<file path="src/rtl/alu_pkg.sv">
// Shared types for the shared-ALU arbiter: ALU opcodes and arbiter FSM states.
// Imported by alu and alu_arbiter.
package alu_pkg;

  typedef enum logic [3:0] {
    ADD,
    SUB,
    LEFT_SHIFT,
    RIGHT_SHIFT_ARITHMETIC,
    RIGHT_SHIFT_LOGIC,
    AND,
    OR,
    XOR,
    EQUAL
  } opcode_t;

  typedef enum logic [1:0] {
    IDLE,
    EXEC,
    RESP
  } state_t;

endpackage

</file>
<file path="src/rtl/alu.sv">
// Combinational ALU, WORD_SIZE wide, results truncated, no carry out.
// Ports: a, b operands; op opcode; result (0 for undefined opcodes).
module alu
  import alu_pkg::*;
#(
  parameter int WORD_SIZE = 16
) (
  input  logic [WORD_SIZE-1:0] a,
  input  logic [WORD_SIZE-1:0] b,
  input  opcode_t              op,
  output logic [WORD_SIZE-1:0] result
);

  always_comb begin
    result = '0;
    unique case (op)
      ADD:                    result = a + b;
      SUB:                    result = a - b;
      LEFT_SHIFT:             result = a << b;
      RIGHT_SHIFT_ARITHMETIC: result = WORD_SIZE'($signed(a) >>> b);
      RIGHT_SHIFT_LOGIC:      result = a >> b;
      AND:                    result = a & b;
      OR:                     result = a | b;
      XOR:                    result = a ^ b;
      EQUAL:                  result = WORD_SIZE'(a == b);
      default:                result = '0;
    endcase
  end

endmodule

</file>
<file path="src/rtl/alu_arbiter.sv">
// Round-robin arbiter sharing one ALU among NUM_REQ valid/ready requesters.
// Ports: clk, rst (async high); req_valid/ready/a/b/op per requester;
// rsp_valid/ready/data/id response channel; busy while not IDLE.
module alu_arbiter
  import alu_pkg::*;
#(
  parameter  int WORD_SIZE = 16,
  parameter  int NUM_REQ   = 4,
  localparam int ID_W      = $clog2(NUM_REQ)
) (
  input  logic                              clk,
  input  logic                              rst,
  input  logic [NUM_REQ-1:0]                req_valid,
  output logic [NUM_REQ-1:0]                req_ready,
  input  logic [NUM_REQ-1:0][WORD_SIZE-1:0] req_a,
  input  logic [NUM_REQ-1:0][WORD_SIZE-1:0] req_b,
  input  opcode_t [NUM_REQ-1:0]             req_op,
  output logic                              rsp_valid,
  input  logic                              rsp_ready,
  output logic [WORD_SIZE-1:0]              rsp_data,
  output logic [ID_W-1:0]                   rsp_id,
  output logic                              busy
);

  state_t              state;
  state_t              state_nx;
  logic [ID_W-1:0]     last_grant;
  logic [ID_W-1:0]     grant;
  logic                accept;
  logic [WORD_SIZE-1:0] lat_a;
  logic [WORD_SIZE-1:0] lat_b;
  opcode_t             lat_op;
  logic [ID_W-1:0]     lat_id;
  logic [WORD_SIZE-1:0] alu_out;

  // First valid index strictly after last, wrapping modulo NUM_REQ.
  function automatic logic [ID_W-1:0] rr_pick(
    input logic [NUM_REQ-1:0] v,
    input logic [ID_W-1:0]    last
  );
    logic [ID_W-1:0] pick;
    logic            found;
    int              idx;
    pick  = last;
    found = 1'b0;
    for (int k = 1; k <= NUM_REQ; k++) begin
      idx = (int'(last) + k) % NUM_REQ;
      if (!found && v[ID_W'(idx)]) begin
        pick  = ID_W'(idx);
        found = 1'b1;
      end
    end
    return pick;
  endfunction

  always_comb begin
    state_nx  = state;
    req_ready = '0;
    accept    = 1'b0;
    grant     = rr_pick(req_valid, last_grant);
    unique case (state)
      IDLE: begin
        // rst gate keeps req_ready low while reset is held.
        if (|req_valid && !rst) begin
          req_ready[grant] = 1'b1;
          accept           = 1'b1;
          state_nx         = EXEC;
        end
      end
      EXEC:    state_nx = RESP;
      RESP:    if (rsp_ready) state_nx = IDLE;
      default: state_nx = IDLE;
    endcase
  end

  always_ff @(posedge clk or posedge rst) begin
    if (rst) state <= IDLE;
    else     state <= state_nx;
  end

  always_ff @(posedge clk or posedge rst) begin
    if (rst) begin
      last_grant <= ID_W'(NUM_REQ - 1);
      lat_a      <= '0;
      lat_b      <= '0;
      lat_op     <= ADD;
      lat_id     <= '0;
      rsp_valid  <= 1'b0;
      rsp_data   <= '0;
      rsp_id     <= '0;
    end else begin
      if (accept) begin
        lat_a      <= req_a[grant];
        lat_b      <= req_b[grant];
        lat_op     <= req_op[grant];
        lat_id     <= grant;
        last_grant <= grant;
      end
      if (state == EXEC) begin
        rsp_data  <= alu_out;
        rsp_id    <= lat_id;
        rsp_valid <= 1'b1;
      end else if (state == RESP && rsp_ready) begin
        rsp_valid <= 1'b0;
      end
    end
  end

  assign busy = (state != IDLE);

  alu #(
    .WORD_SIZE(WORD_SIZE)
  ) u_alu (
    .a     (lat_a),
    .b     (lat_b),
    .op    (lat_op),
    .result(alu_out)
  );

endmodule

</file>
<file path="config.mk">
export PLATFORM = sky130hd
export DESIGN_NAME = alu_arbiter
export DESIGN_NICKNAME = d
export VERILOG_FILES = /design/src/rtl/alu_pkg.sv /design/src/rtl/alu.sv /design/src/rtl/alu_arbiter.sv
export SDC_FILE = /design/constraint.sdc
export NUM_CORES = 1
export LEC_CHECK = 0
export BUFFER_PORTS_ARGS = -buffer_cell sky130_fd_sc_hd__buf_2
export CAP_MARGIN = 20
export CORE_MARGIN = 10
export CORE_UTILIZATION = 55
export DETAILED_ROUTE_END_ITERATION = 6
export HOLD_SLACK_MARGIN = 0.06
export PLACE_DENSITY = 0.8
export SYNTH_ARGS = -nofsm -noshare
export SYNTH_HDL_FRONTEND = slang
export SYNTH_SLANG_ARGS = --single-unit
</file>
<file path="constraint.sdc">
create_clock -name clk -period 4.7 [get_ports clk]
set_clock_uncertainty 0.05 [all_clocks]
set_input_delay 0.94 -clock clk [delete_from_list [all_inputs] [get_ports clk]]
set_output_delay 0.94 -clock clk [all_outputs]
set_load 0.03 [all_outputs]
</file>
==> Implementation_results.wiki, run 1 <==
{| class="wikitable"
! Metric !! Value
|-
| Outcome || finished, final reports clean
|-
| Post-CTS setup-driven buffer insertion count || 0
|-
| Prevailing post-synth register cell || dfrtp_1
|-
| Clock slew at reported path FFs || 0.06 ns
|-
| Area growth from synthesis to layout || 16.83%
|-
| Antenna violations before repair || 6
|-
| Number of distinct library cells after synthesis || 78
|-
| Clock root buffer master || clkbuf_16
|-
| Die Area || 18670 um^2
|-
| Number of enable-type register cells in the synthesized netlist || 0
|-
| Family of cells with the greatest summed delay on the critical path || compound AO/OA/AOI/OAI gates
|-
| Overall power after layout || between 7 and 8 mW
|-
| Port buffer count || around 170
|-
| Total wirelength of the detailed-routed design || a little over 30000 um
|-
| Htree depth || 3
|-
| Chip Height || 136.6 um
|-
| Count of pins over their slew limit || 0
|-
| Drt wl/cell || 24.69 um
|-
| Logic pwr share || 74.7%
|-
| Highest ir drop seen on vdd || 0.4371 mV
|-
| Skew-Pair Late Insertion Delay || 0.35 ns
|-
| HPWL after DPL || ~24000 um
|-
| Element type at the critical path start || flop
|-
| Clk pwr share || 8.8%
|-
| Initial core utilization || 56.27%
|-
| Kind of critical path || flop to flop
|-
| Power per cell area || 827.1 nW/um^2
|-
| Detailed router's first-iteration violation count || 1430
|-
| Required time worst endpoint || between 4 and 5 ns
|-
| Global routing usage summed across all routing layers || roughly a third
|-
| Mean number of vias per cell || 6.834
|-
| Syn Nets || 1101
|-
| Critical path's largest stage delay || 0.58 ns
|-
| Total global routing overflow || 0
|-
| Timing-limited maximum frequency || ~290 MHz
|-
| Static leakage power || 3.825 nW
|-
| Number of hold-repair buffers added at the cts stage || 0
|-
| Worst hold path class || flop to flop
|-
| Worst-path cell chain || buf_4, ha_1, fa_1, a21o_1, a221o_1, o221ai_1, nor4_1, o41ai_1, a21oi_1
|-
| Share of the cycle needed by the critical path after routing || 73.72%
|-
| Via count of the first global-routing pass || 7856
|-
| Synthesized area || 7481 um^2
|-
| Proportion of total power due to net switching || 56.03%
|-
| Final weighted congestion in routability-driven placement || approximately 1.1
|-
| Max-cap viol count || 0
|-
| Mapped Avg Cell Area || between 8 and 9 um^2
|-
| Ratio of cells with drive above 1 in the final layout || 28.74%
|-
| Post-Synthesis Cells || 901
|-
| Final cell count without fillers || 1225
|-
| Minimum clock period after layout || 3.465 ns
|-
| Resized Gates After CTS || 0
|-
| Fin. Hold Viols || 0
|-
| Share of the yosys chip area belonging to registers || 20.44%
|-
| Transition time at the pin with the least slew margin || about 0.90 ns
|-
| Pin count of the biggest net entering global routing || 81
|-
| Number of sinks on the clock net || 61
|-
| Worst path bufs/invs || 1
|-
| Area inside the core boundary || 13300 um^2
|-
| Worst relative slew slack || 39.37%
|-
| First-pass GRT wire length || about 47000 um
|-
| TritonCTS clock tree || built
|-
| Critical path fanouts, max || 45
|-
| First-pass detailed-route iteration total || 6
|-
| Critical path endpoint category || flop
|-
| Clock Tree Buf Depth || 2
|-
| Net switching power || between 4 and 5 mW
|-
| Ports || 175
|-
| Number of storage elements in the synthesis netlist || 61
|-
| Worst Path Arrival || 3.62 ns
|-
| Overall die width || between 100 and 150 um
|-
| Number of setup violations in the final report || 0
|-
| Number of antenna-violating nets in the routed design || 0
|-
| Total number of yosys warnings || 0
|-
| Inst Count DP || ~1200
|-
| Standard-cell rows || 42
|-
| Post-synth ARST share || 100.0%
|-
| Total clock buffers created by CTS || 9
|-
| Sum of negative setup slack || 0 ns
|-
| DRC violation count after routing || 0
|-
| Setup repair after global routing missed its margin || false
|-
| Via count || between 8000 and 9000
|-
| NumNets Final || 1239
|-
| Portion of total power attributed to sequential cells || approximately 17%
|-
| Internal power || 3.178 mW
|-
| Highest-delay cell along the critical path || o221ai_1
|}
synth_stat cells, drive strengths merged (13+ instances only):
cell	instances	area, um^2
nor2	62	245.2
inv	48	180.2
mux2	13	146.4
nor3	26	130.1
a211oi	13	97.59
clkbuf	39	147.6
ha	47	588.1
nand2	115	434.2
nor4	14	100.1
mux4	47	1059
buf	29	178.9
mux2i	28	280.3
nand3	16	80.08
a21oi	59	299.0
dfrtp	59	1476
o21ai	95	475.5
cell usage in the layout, fill, tap and decap left out, types with 4 or more instances in the layout:
master        n
a211oi_1     13
buf_2       174
clkbuf_16     9
diode_2       5
mux2_2       13
dfrtp_1      58
mux4_2       47
o21ai_0      95
nor2b_1       6
mux2i_1      28
a221oi_1      6
nand3_1      16
xnor2_1       7
o21a_1        5
a2111oi_0     7
nand2_1     114
or2_2         6
and3_1        6
o22ai_1      12
nor2_1       59
nor3_1       25
a2bb2oi_1     4
clkinvlp_4    4
or3_1         7
a21oi_1      57
nand3b_1      7
a21o_1        5
o2111ai_1     4
nor4_1       12
a31oi_1      10
a221o_1       7
inv_1        45
ha_1         47
nand2b_1     11
buf_4        20
nand4_1       9
o31ai_1       7
o221ai_1      8
o211ai_1      7
worst min-delay path, stage by stage (launching register included):
cell,delay (ns)
dfrtp_1,0.34
nand2_1,0.05
nand4_1,0.06
worst paths after layout:
| kind | startpoint | endpoint | slack (ns) | cells after the start |
|---|---|---|---|---|
| setup / recovery | lat_b[0]$_DFFE_PP0P_ | rsp_data[12]$_DFFE_PP0P_ | 1.24 | 9 |
| hold / removal | rsp_data[3]$_DFFE_PP0P_ | rsp_data[3]$_DFFE_PP0P_ | 0.42 | 2 |
| setup reg to reg | lat_b[0]$_DFFE_PP0P_ | rsp_data[12]$_DFFE_PP0P_ | 1.24 | 9 |
| hold reg to reg | rsp_data[3]$_DFFE_PP0P_ | rsp_data[3]$_DFFE_PP0P_ | 0.42 | 2 |
| max in group asynchronous | rst | last_grant[0]$_DFFE_PP1P_ | 2.99 | 3 |
| min in group asynchronous | rst | lat_id[1]$_DFFE_PP0P_ | 0.68 | 2 |
power groups by stage:
stage          sequential, mW  clock [mW]  combinational (mW)
5_1_grt                  1.22       0.658                5.78
6_report                 1.19       0.636                5.40
4_1_cts                  1.17       0.636                5.21
3_5_place_dp             1.18           0                5.18
2_1_floorplan            1.11           0                3.81
3_3_place_gp             1.17           0                5.20
cells by family (layout without fill, tap and decap cells):
family                   after synthesis  in the layout  share of synthesized area, %
AND/OR/NAND/NOR                      295            295                         18.97
AO/OA/AOI/OAI                        283            283                         24.59
buffers and inverters                117            260                         6.824
multiplexers                          88             88                         19.85
flip-flops                            61             61                         20.44
adder cells (fa/ha/maj)               49             49                         8.396
XOR/XNOR                               8              8                        0.9366
other                                  0              5                             0
final cells by class:
type,count,area (um^2)
Inverter,49,183.9
Tap cell,176,220.2
Antenna cell,5,12.51
Multi-Input combinational cell,723,5475
Sequential cell,61,1530
Clock inverter,6,47.55
Clock buffer,10,229.0
Timing Repair Buffer,195,1041
Fill cell,1153,4556
routing by layer:
metal | track usage, % | share of wire (%)
met5 | 0 | 0.036
met4 | 15.44 | 5.5
met3 | 9.091 | 13
met2 | 48.55 | 43
met1 | 41.76 | 39
per-stage QoR:
step / cell area, um^2 / util, % / hold WS (ns) / setup WS [ns]
finish: 8740 / 65.74 / 0.4247 / 1.235
global route: 8740 / 65.74 / 0.4616 / 1.124
CTS: 8727 / 65.64 / 0.4314 / 1.311
detailed placement: 8451 / 63.56 / 0.4194 / 1.317
global placement: 8451 / 63.56 / 0.4096 / 1.349
floorplan: 7481 / - / 0.4103 / 1.185
flip-flops by register name (all words and copies together) (netlist names):
name,count
last_grant,2
lat_id,2
lat_op,4
rsp_valid,1
lat_b,16
lat_a,16
rsp_data,16
rsp_id,2
state,2
(Power assumes the default switching activity.)
==> run 2, diff against run 1 <==
- clock period: 4.7 -> 3.3 ns (I/O delays scaled with it)
==> Implementation_results.wiki, run 2 (same netlist as run 1, synthesis figures left out) <==
{| class="wikitable"
! Metric !! Value
|-
| Outcome || complete, but fails checks
|-
| Violated checks || DRC
|-
| Highest ir drop seen on vdd || 0.6273 mV
|-
| Required time worst endpoint || roughly 3.5 ns
|-
| Total clock buffers created by CTS || 9
|-
| Total global routing overflow || 0
|-
| Overall die width || approximately 140 um
|-
| Chip Height || 136.6 um
|-
| Standard-cell rows || 42
|-
| Global routing usage summed across all routing layers || 35.54%
|-
| Element type at the critical path start || flop
|-
| Final weighted congestion in routability-driven placement || 1.069
|-
| Skew-Pair Late Insertion Delay || around 0.35 ns
|-
| Number of setup violations in the final report || 0
|-
| Worst Path Arrival || 3.24 ns
|-
| Htree depth || 3
|-
| Number of sinks on the clock net || 61
|-
| Drt wl/cell || 26.54 um
|-
| HPWL after DPL || 26610 um
|-
| Count of pins over their slew limit || 0
|-
| Share of the cycle needed by the critical path after routing || 93.40%
|-
| Static leakage power || 4.032 nW
|-
| Sum of negative setup slack || 0 ns
|-
| Minimum clock period after layout || 3.082 ns
|-
| Clock slew at reported path FFs || 0.06 ns
|-
| Critical path fanouts, max || 7
|-
| Number of hold-repair buffers added at the cts stage || 0
|-
| Ratio of cells with drive above 1 in the final layout || about a third
|-
| DRC violation count after routing || 3
|-
| Clock root buffer master || clkbuf_16
|-
| Placement Cell Area || 8763 um^2
|-
| Worst-path cell chain || inv_1, ha_1, fa_1, o21ba_2, o311a_1, nor4_1, buf_4, o31ai_1, xnor2_1, a2111oi_0, a21oi_1
|-
| Area growth from synthesis to layout || 21.06%
|-
| Mean number of vias per cell || 6.911
|-
| Leading cell type in the layout, fill and taps excluded || buf_2
|-
| Largest registers || lat_a x16, lat_b x16, rsp_data x16
|-
| Via count of the first global-routing pass || 8606
|-
| Area inside the core boundary || between 10000 and 15000 um^2
|-
| Resized Gates After CTS || 0
|-
| Via count || 8736
|-
| NumNets Final || 1279
|-
| Total wirelength of the detailed-routed design || about 34000 um
|-
| Area of all placed cells without fillers || roughly 9100 um^2
|-
| Antenna violations before repair || 4
|-
| Port buffer count || 174
|-
| Fin. Hold Viols || 0
|-
| Power per cell area || 1225 nW/um^2
|-
| Max-cap viol count || 0
|-
| Worst hold path class || flop to flop
|-
| Pin count of the biggest net entering global routing || 62
|-
| Highest-delay cell along the critical path || dfrtp_1
|-
| Most used cells in the layout excluding fill and tap cells || buf_2, nand2_1, o21ai_0
|-
| Detailed router's first-iteration violation count || 1624
|-
| Clock Tree Buf Depth || 2
|-
| Kind of critical path || flop to flop
|-
| First-pass GRT wire length || a little over 50000 um
|-
| First-pass detailed-route iteration total || 7
|-
| Post-CTS setup-driven buffer insertion count || 0
|-
| Number of antenna-violating nets in the routed design || 0
|-
| Timing-limited maximum frequency || 324.5 MHz
|-
| Worst relative slew slack || about 41%
|-
| Ports || 175
|-
| TritonCTS clock tree || built
|-
| Initial core utilization || 56.27%
|-
| Setup repair after global routing missed its margin || false
|-
| Transition time at the pin with the least slew margin || between 0.8 and 0.9 ns
|-
| Die Area || ~19000 um^2
|-
| Critical path's largest stage delay || 0.47 ns
|-
| Critical path endpoint category || flop
|}
run 2: stage by stage:
| step | util (%) | total power, mW | worst slack, ns | cells | hold slack (ns) |
|---|---|---|---|---|---|
| final | 68.12 | 11.10 | 0.2179 | 1264 | 0.4251 |
| after global routing | 68.12 | 11.62 | 0.03683 | 1264 | 0.4770 |
| after CTS | 68.04 | 10.70 | 0.2625 | 1260 | 0.4337 |
| after detailed placement | 65.91 | 9.731 | 0.2883 | 1244 | 0.4204 |
| after global placement | 65.91 | 9.693 | 0.3600 | 1244 | 0.4082 |
| after floorplan | - | 7.007 | 0.08777 | 901 | 0.4103 |
run 2: critical path: cells and delay by family (launching register included):
family / cells / cell delay, ns
fa+ha+maj: 2 / 0.67
buf+inv: 2 / 0.31
compound gates: 5 / 1.14
simple gates: 1 / 0.17
flops: 1 / 0.47
xor+xnor: 1 / 0.13
run 2: area by class of cell:
cell class,instances,area (um^2)
diodes,4,10.01
clock buffers,9,225.2
clock inverters,7,57.56
fillers,1104,4239
inverters,49,183.9
multi-input cells,723,5475
flip-flops and latches,61,1530
well taps,176,220.2
repair buffers,235,1354
run 2: per-layer routing:
metal | track usage (%) | part of all wire, % | vias to the layer above
met4 | 19.17 | 5.4 | 0
met1 | 43.85 | 37 | 4095
met3 | 11.51 | 13 | 146
li1 | - | - | 3760
met5 | 0 | 0 | -
met2 | 54.06 | 44 | 735
run 2: path summary, 6_finish.rpt:
check | startpoint | endpoint | slack, ns | cells after the start
min in group asynchronous | rst | lat_a[10]$_DFFE_PP0P_ | 0.52 | 3
hold / removal | rsp_data[4]$_DFFE_PP0P_ | rsp_data[4]$_DFFE_PP0P_ | 0.43 | 2
setup / recovery | lat_a[0]$_DFFE_PP0P_ | rsp_data[14]$_DFFE_PP0P_ | 0.22 | 11
hold reg to reg | rsp_data[4]$_DFFE_PP0P_ | rsp_data[4]$_DFFE_PP0P_ | 0.43 | 2
setup reg to reg | lat_a[0]$_DFFE_PP0P_ | rsp_data[14]$_DFFE_PP0P_ | 0.22 | 11
max in group asynchronous | rst | lat_b[1]$_DFFE_PP0P_ | 2.11 | 3
run 2: power breakdown:
group	internal [mW]	leakage (nW)	total (mW)	switching, mW
sequential	1.10	0.761	1.56	0.460
clock	0.520	0.135	0.933	0.413
combinational	3.30	3.14	8.60	5.30
==> run 3, diff against run 2 <==
- ABC_AREA: not set -> 1
==> Implementation_results.wiki, run 3 <==
{| class="wikitable"
! Metric !! Value
|-
| Outcome || complete, but fails checks
|-
| Violated checks || DRC
|-
| Mapped Avg Cell Area || 5.533 um^2
|-
| Number of enable-type register cells in the synthesized netlist || 0
|-
| Sum of negative setup slack || 0 ns
|-
| Skew-Pair Late Insertion Delay || about 0.34 ns
|-
| Global routing usage summed across all routing layers || between 30% and 40%
|-
| Total wirelength of the detailed-routed design || approximately 30000 um
|-
| Worst Path Arrival || 2.38 ns
|-
| Setup repair after global routing missed its margin || false
|-
| Required time worst endpoint || between 2 and 3 ns
|-
| Total area of multi-input combinational cells || 5513 um^2
|-
| Global routing's busiest layer || met2
|-
| Share of the cycle needed by the critical path after routing || 93.77%
|-
| Clock Tree Buf Depth || 2
|-
| Worst relative slew slack || 48.74%
|-
| Standard-cell rows || 43
|-
| Kind of critical path || flop to primary output
|-
| Prevailing post-synth register cell || dfrtp_1
|-
| Synthesized area || 7769 um^2
|-
| Mean number of vias per cell || 5.750
|-
| Final weighted congestion in routability-driven placement || 1.122
|-
| Total number of yosys warnings || 0
|-
| Worst-path cell chain || xor2_1, nand2_1, nand2_2, o21ai_1, o221ai_2, nand3_1, nor2_1, buf_2
|-
| Element type at the critical path start || flop
|-
| Die Area || 19280 um^2
|-
| Post-Synthesis Cells || 1404
|-
| Antenna diode instance count || 0
|-
| Worst slack, placed || 0.4630 ns
|-
| Initial core utilization || a little under three fifths
|-
| Main combinational cell family by area after synthesis || simple AND/OR/NAND/NOR gates
|-
| HPWL after DPL || 24610 um
|-
| Fin. Hold Viols || 0
|-
| TritonCTS clock tree || built
|-
| Timing-limited maximum frequency || about 320 MHz
|-
| Synthesized-area fraction occupied by and/or/nand/nor cells || 48.54%
|-
| DRC violation count after routing || 21
|-
| Worst hold path class || flop to flop
|-
| M2 GR Usage || about 47%
|-
| Count of pins over their slew limit || 0
|-
| Transition time at the pin with the least slew margin || 0.7689 ns
|-
| Resized Gates After CTS || 0
|-
| Minimum clock period after layout || ~3.1 ns
|-
| Highest-delay cell along the critical path || dfstp_2
|-
| Leading area contributor after synthesis || nand2_1
|-
| Port buffer count || about 170
|-
| Leading cell type in the layout, fill and taps excluded || nand2_1
|-
| Share of the yosys chip area belonging to registers || about a fifth
|-
| Total clock buffers created by CTS || 9
|-
| Number of sinks on the clock net || 61
|-
| Area contributors post-synth || nand2_1, dfrtp_1, nand3_1, ha_1, inv_1
|-
| Met3 track utilization from global routing || under 10%
|-
| Final core occ || 66.09%
|-
| Area inside the core boundary || around 14000 um^2
|-
| Drt wl/cell || 17.40 um
|-
| Largest registers || lat_a x16, lat_b x16, rsp_data x16
|-
| Post-Synth XOR/XNOR Area || 0.9019%
|-
| Filler cell count in the final layout || 1392
|-
| Detailed router's first-iteration violation count || 1368
|-
| Most used cells in the layout excluding fill and tap cells || nand2_1, buf_2, nand3_1
|-
| First-pass GRT wire length || 49090 um
|-
| Number of hold-repair buffers added at the cts stage || 0
|-
| Slack of the worst reg-to-reg path || 0.42 ns
|-
| Antenna violations before repair || 0
|-
| Via count || 10070
|-
| Number of setup violations in the final report || 0
|-
| Number of distinct library cells after synthesis || 47
|-
| Total global routing overflow || 0
|-
| Met1 routing resource usage after global routing || roughly two fifths
|-
| Number of storage elements in the synthesis netlist || 61
|-
| Synthesized-area fraction occupied by ao, oa, aoi and oai cells || 13.43%
|-
| Htree depth || 3
|-
| Share of synthesized area spent on multiplexers || 0%
|-
| Adder-cell share of the synthesized area || 8.085%
|-
| Ratio of cells with drive above 1 in the final layout || 15.60%
|-
| Area occupied by registers || about 1500 um^2
|-
| Chip Height || 138.9 um
|-
| Minimum setup slack in the final design || 0.2056 ns
|-
| Post-synth ARST share || 100.0%
|-
| Dominant cell by count in the synthesized netlist || nand2_1
|-
| Via count of the first global-routing pass || 9530
|-
| Critical path's largest stage delay || 0.64 ns
|-
| Area growth from synthesis to layout || 18.09%
|-
| Critical path fanouts, max || 11
|-
| Top post-synthesis cells by count || nand2_1, nand3_1, inv_1, nor2_1, o21ai_0
|-
| Clock root buffer master || clkbuf_16
|-
| Clock slew at reported path FFs || 0.05 ns
|-
| Worst hold slack || between 0.4 and 0.5 ns
|-
| Fraction of synthesized cell area taken by the top area cell type || a little under a third
|-
| Post-CTS setup-driven buffer insertion count || 0
|-
| Ports || 175
|-
| Critical path endpoint category || primary output
|-
| Number of antenna-violating nets in the routed design || 0
|-
| Pin count of the biggest net entering global routing || 62
|-
| NumNets Final || 1766
|-
| Syn Nets || 1604
|-
| First-pass detailed-route iteration total || 7
|-
| Max-cap viol count || 0
|-
| Overall die width || 138.9 um
|}
run 3: logic make-up (layout without fill, tap and decap cells):
family / count (synthesis) / in the layout
AND/OR/NAND/NOR: 921 / 921
AO/OA/AOI/OAI: 185 / 185
buffers and inverters: 180 / 347
flip-flops: 61 / 61
adder cells (fa/ha/maj): 49 / 49
XOR/XNOR: 8 / 8
run 3: final cells by class:
| class | count | share of cell area [%] |
|---|---|---|
| Clock buffer | 11 | 2.537 |
| Multi-Input combinational cell | 1163 | 60.09 |
| Inverter | 114 | 4.664 |
| Clock inverter | 5 | 0.3001 |
| Sequential cell | 61 | 16.67 |
| Timing Repair Buffer | 217 | 13.28 |
| Tap cell | 180 | 2.455 |
run 3: per-layer routing:
metal	part of all wire, %	vias to the layer above	routed length, um
li1	-	4848	-
met1	40	4428	12100
met2	43	671	13120
met3	11	122	3472
met4	5.8	0	1761
met5	0	-	0
run 3: worst paths after layout:
path	from	end	cells past startpoint
setup / recovery	last_grant[0]$_DFFE_PP1P_	req_ready[3]	8
hold / removal	rsp_data[7]$_DFFE_PP0P_	rsp_data[7]$_DFFE_PP0P_	2
setup reg to reg	lat_a[4]$_DFFE_PP0P_	rsp_data[9]$_DFFE_PP0P_	15
hold reg to reg	rsp_data[7]$_DFFE_PP0P_	rsp_data[7]$_DFFE_PP0P_	2
max in group asynchronous	rst	lat_b[12]$_DFFE_PP0P_	3
min in group asynchronous	rst	rsp_data[13]$_DFFE_PP0P_	3
run 3: per-stage QoR:
step / cell area, um^2 / cells
5_1_grt: 9174 / 1751
2_1_floorplan: 7769 / 1404
3_5_place_dp: 8914 / 1735
6_report: 9174 / 1751
4_1_cts: 9174 / 1751
3_3_place_gp: 8914 / 1735
run 3: worst max-delay path: cells and delay by family (launching register included):
family                 cells  cell delay, ns
XOR/XNOR                   1            0.26
flip-flops                 1            0.64
buffers and inverters      1            0.22
AO/OA/AOI/OAI              2            0.31
AND/OR/NAND/NOR            4            0.60
Power of run 3 is left out: the tool's default activity adds up to more than one toggle a clock period on the data nets, which glitch-free logic cannot reach.
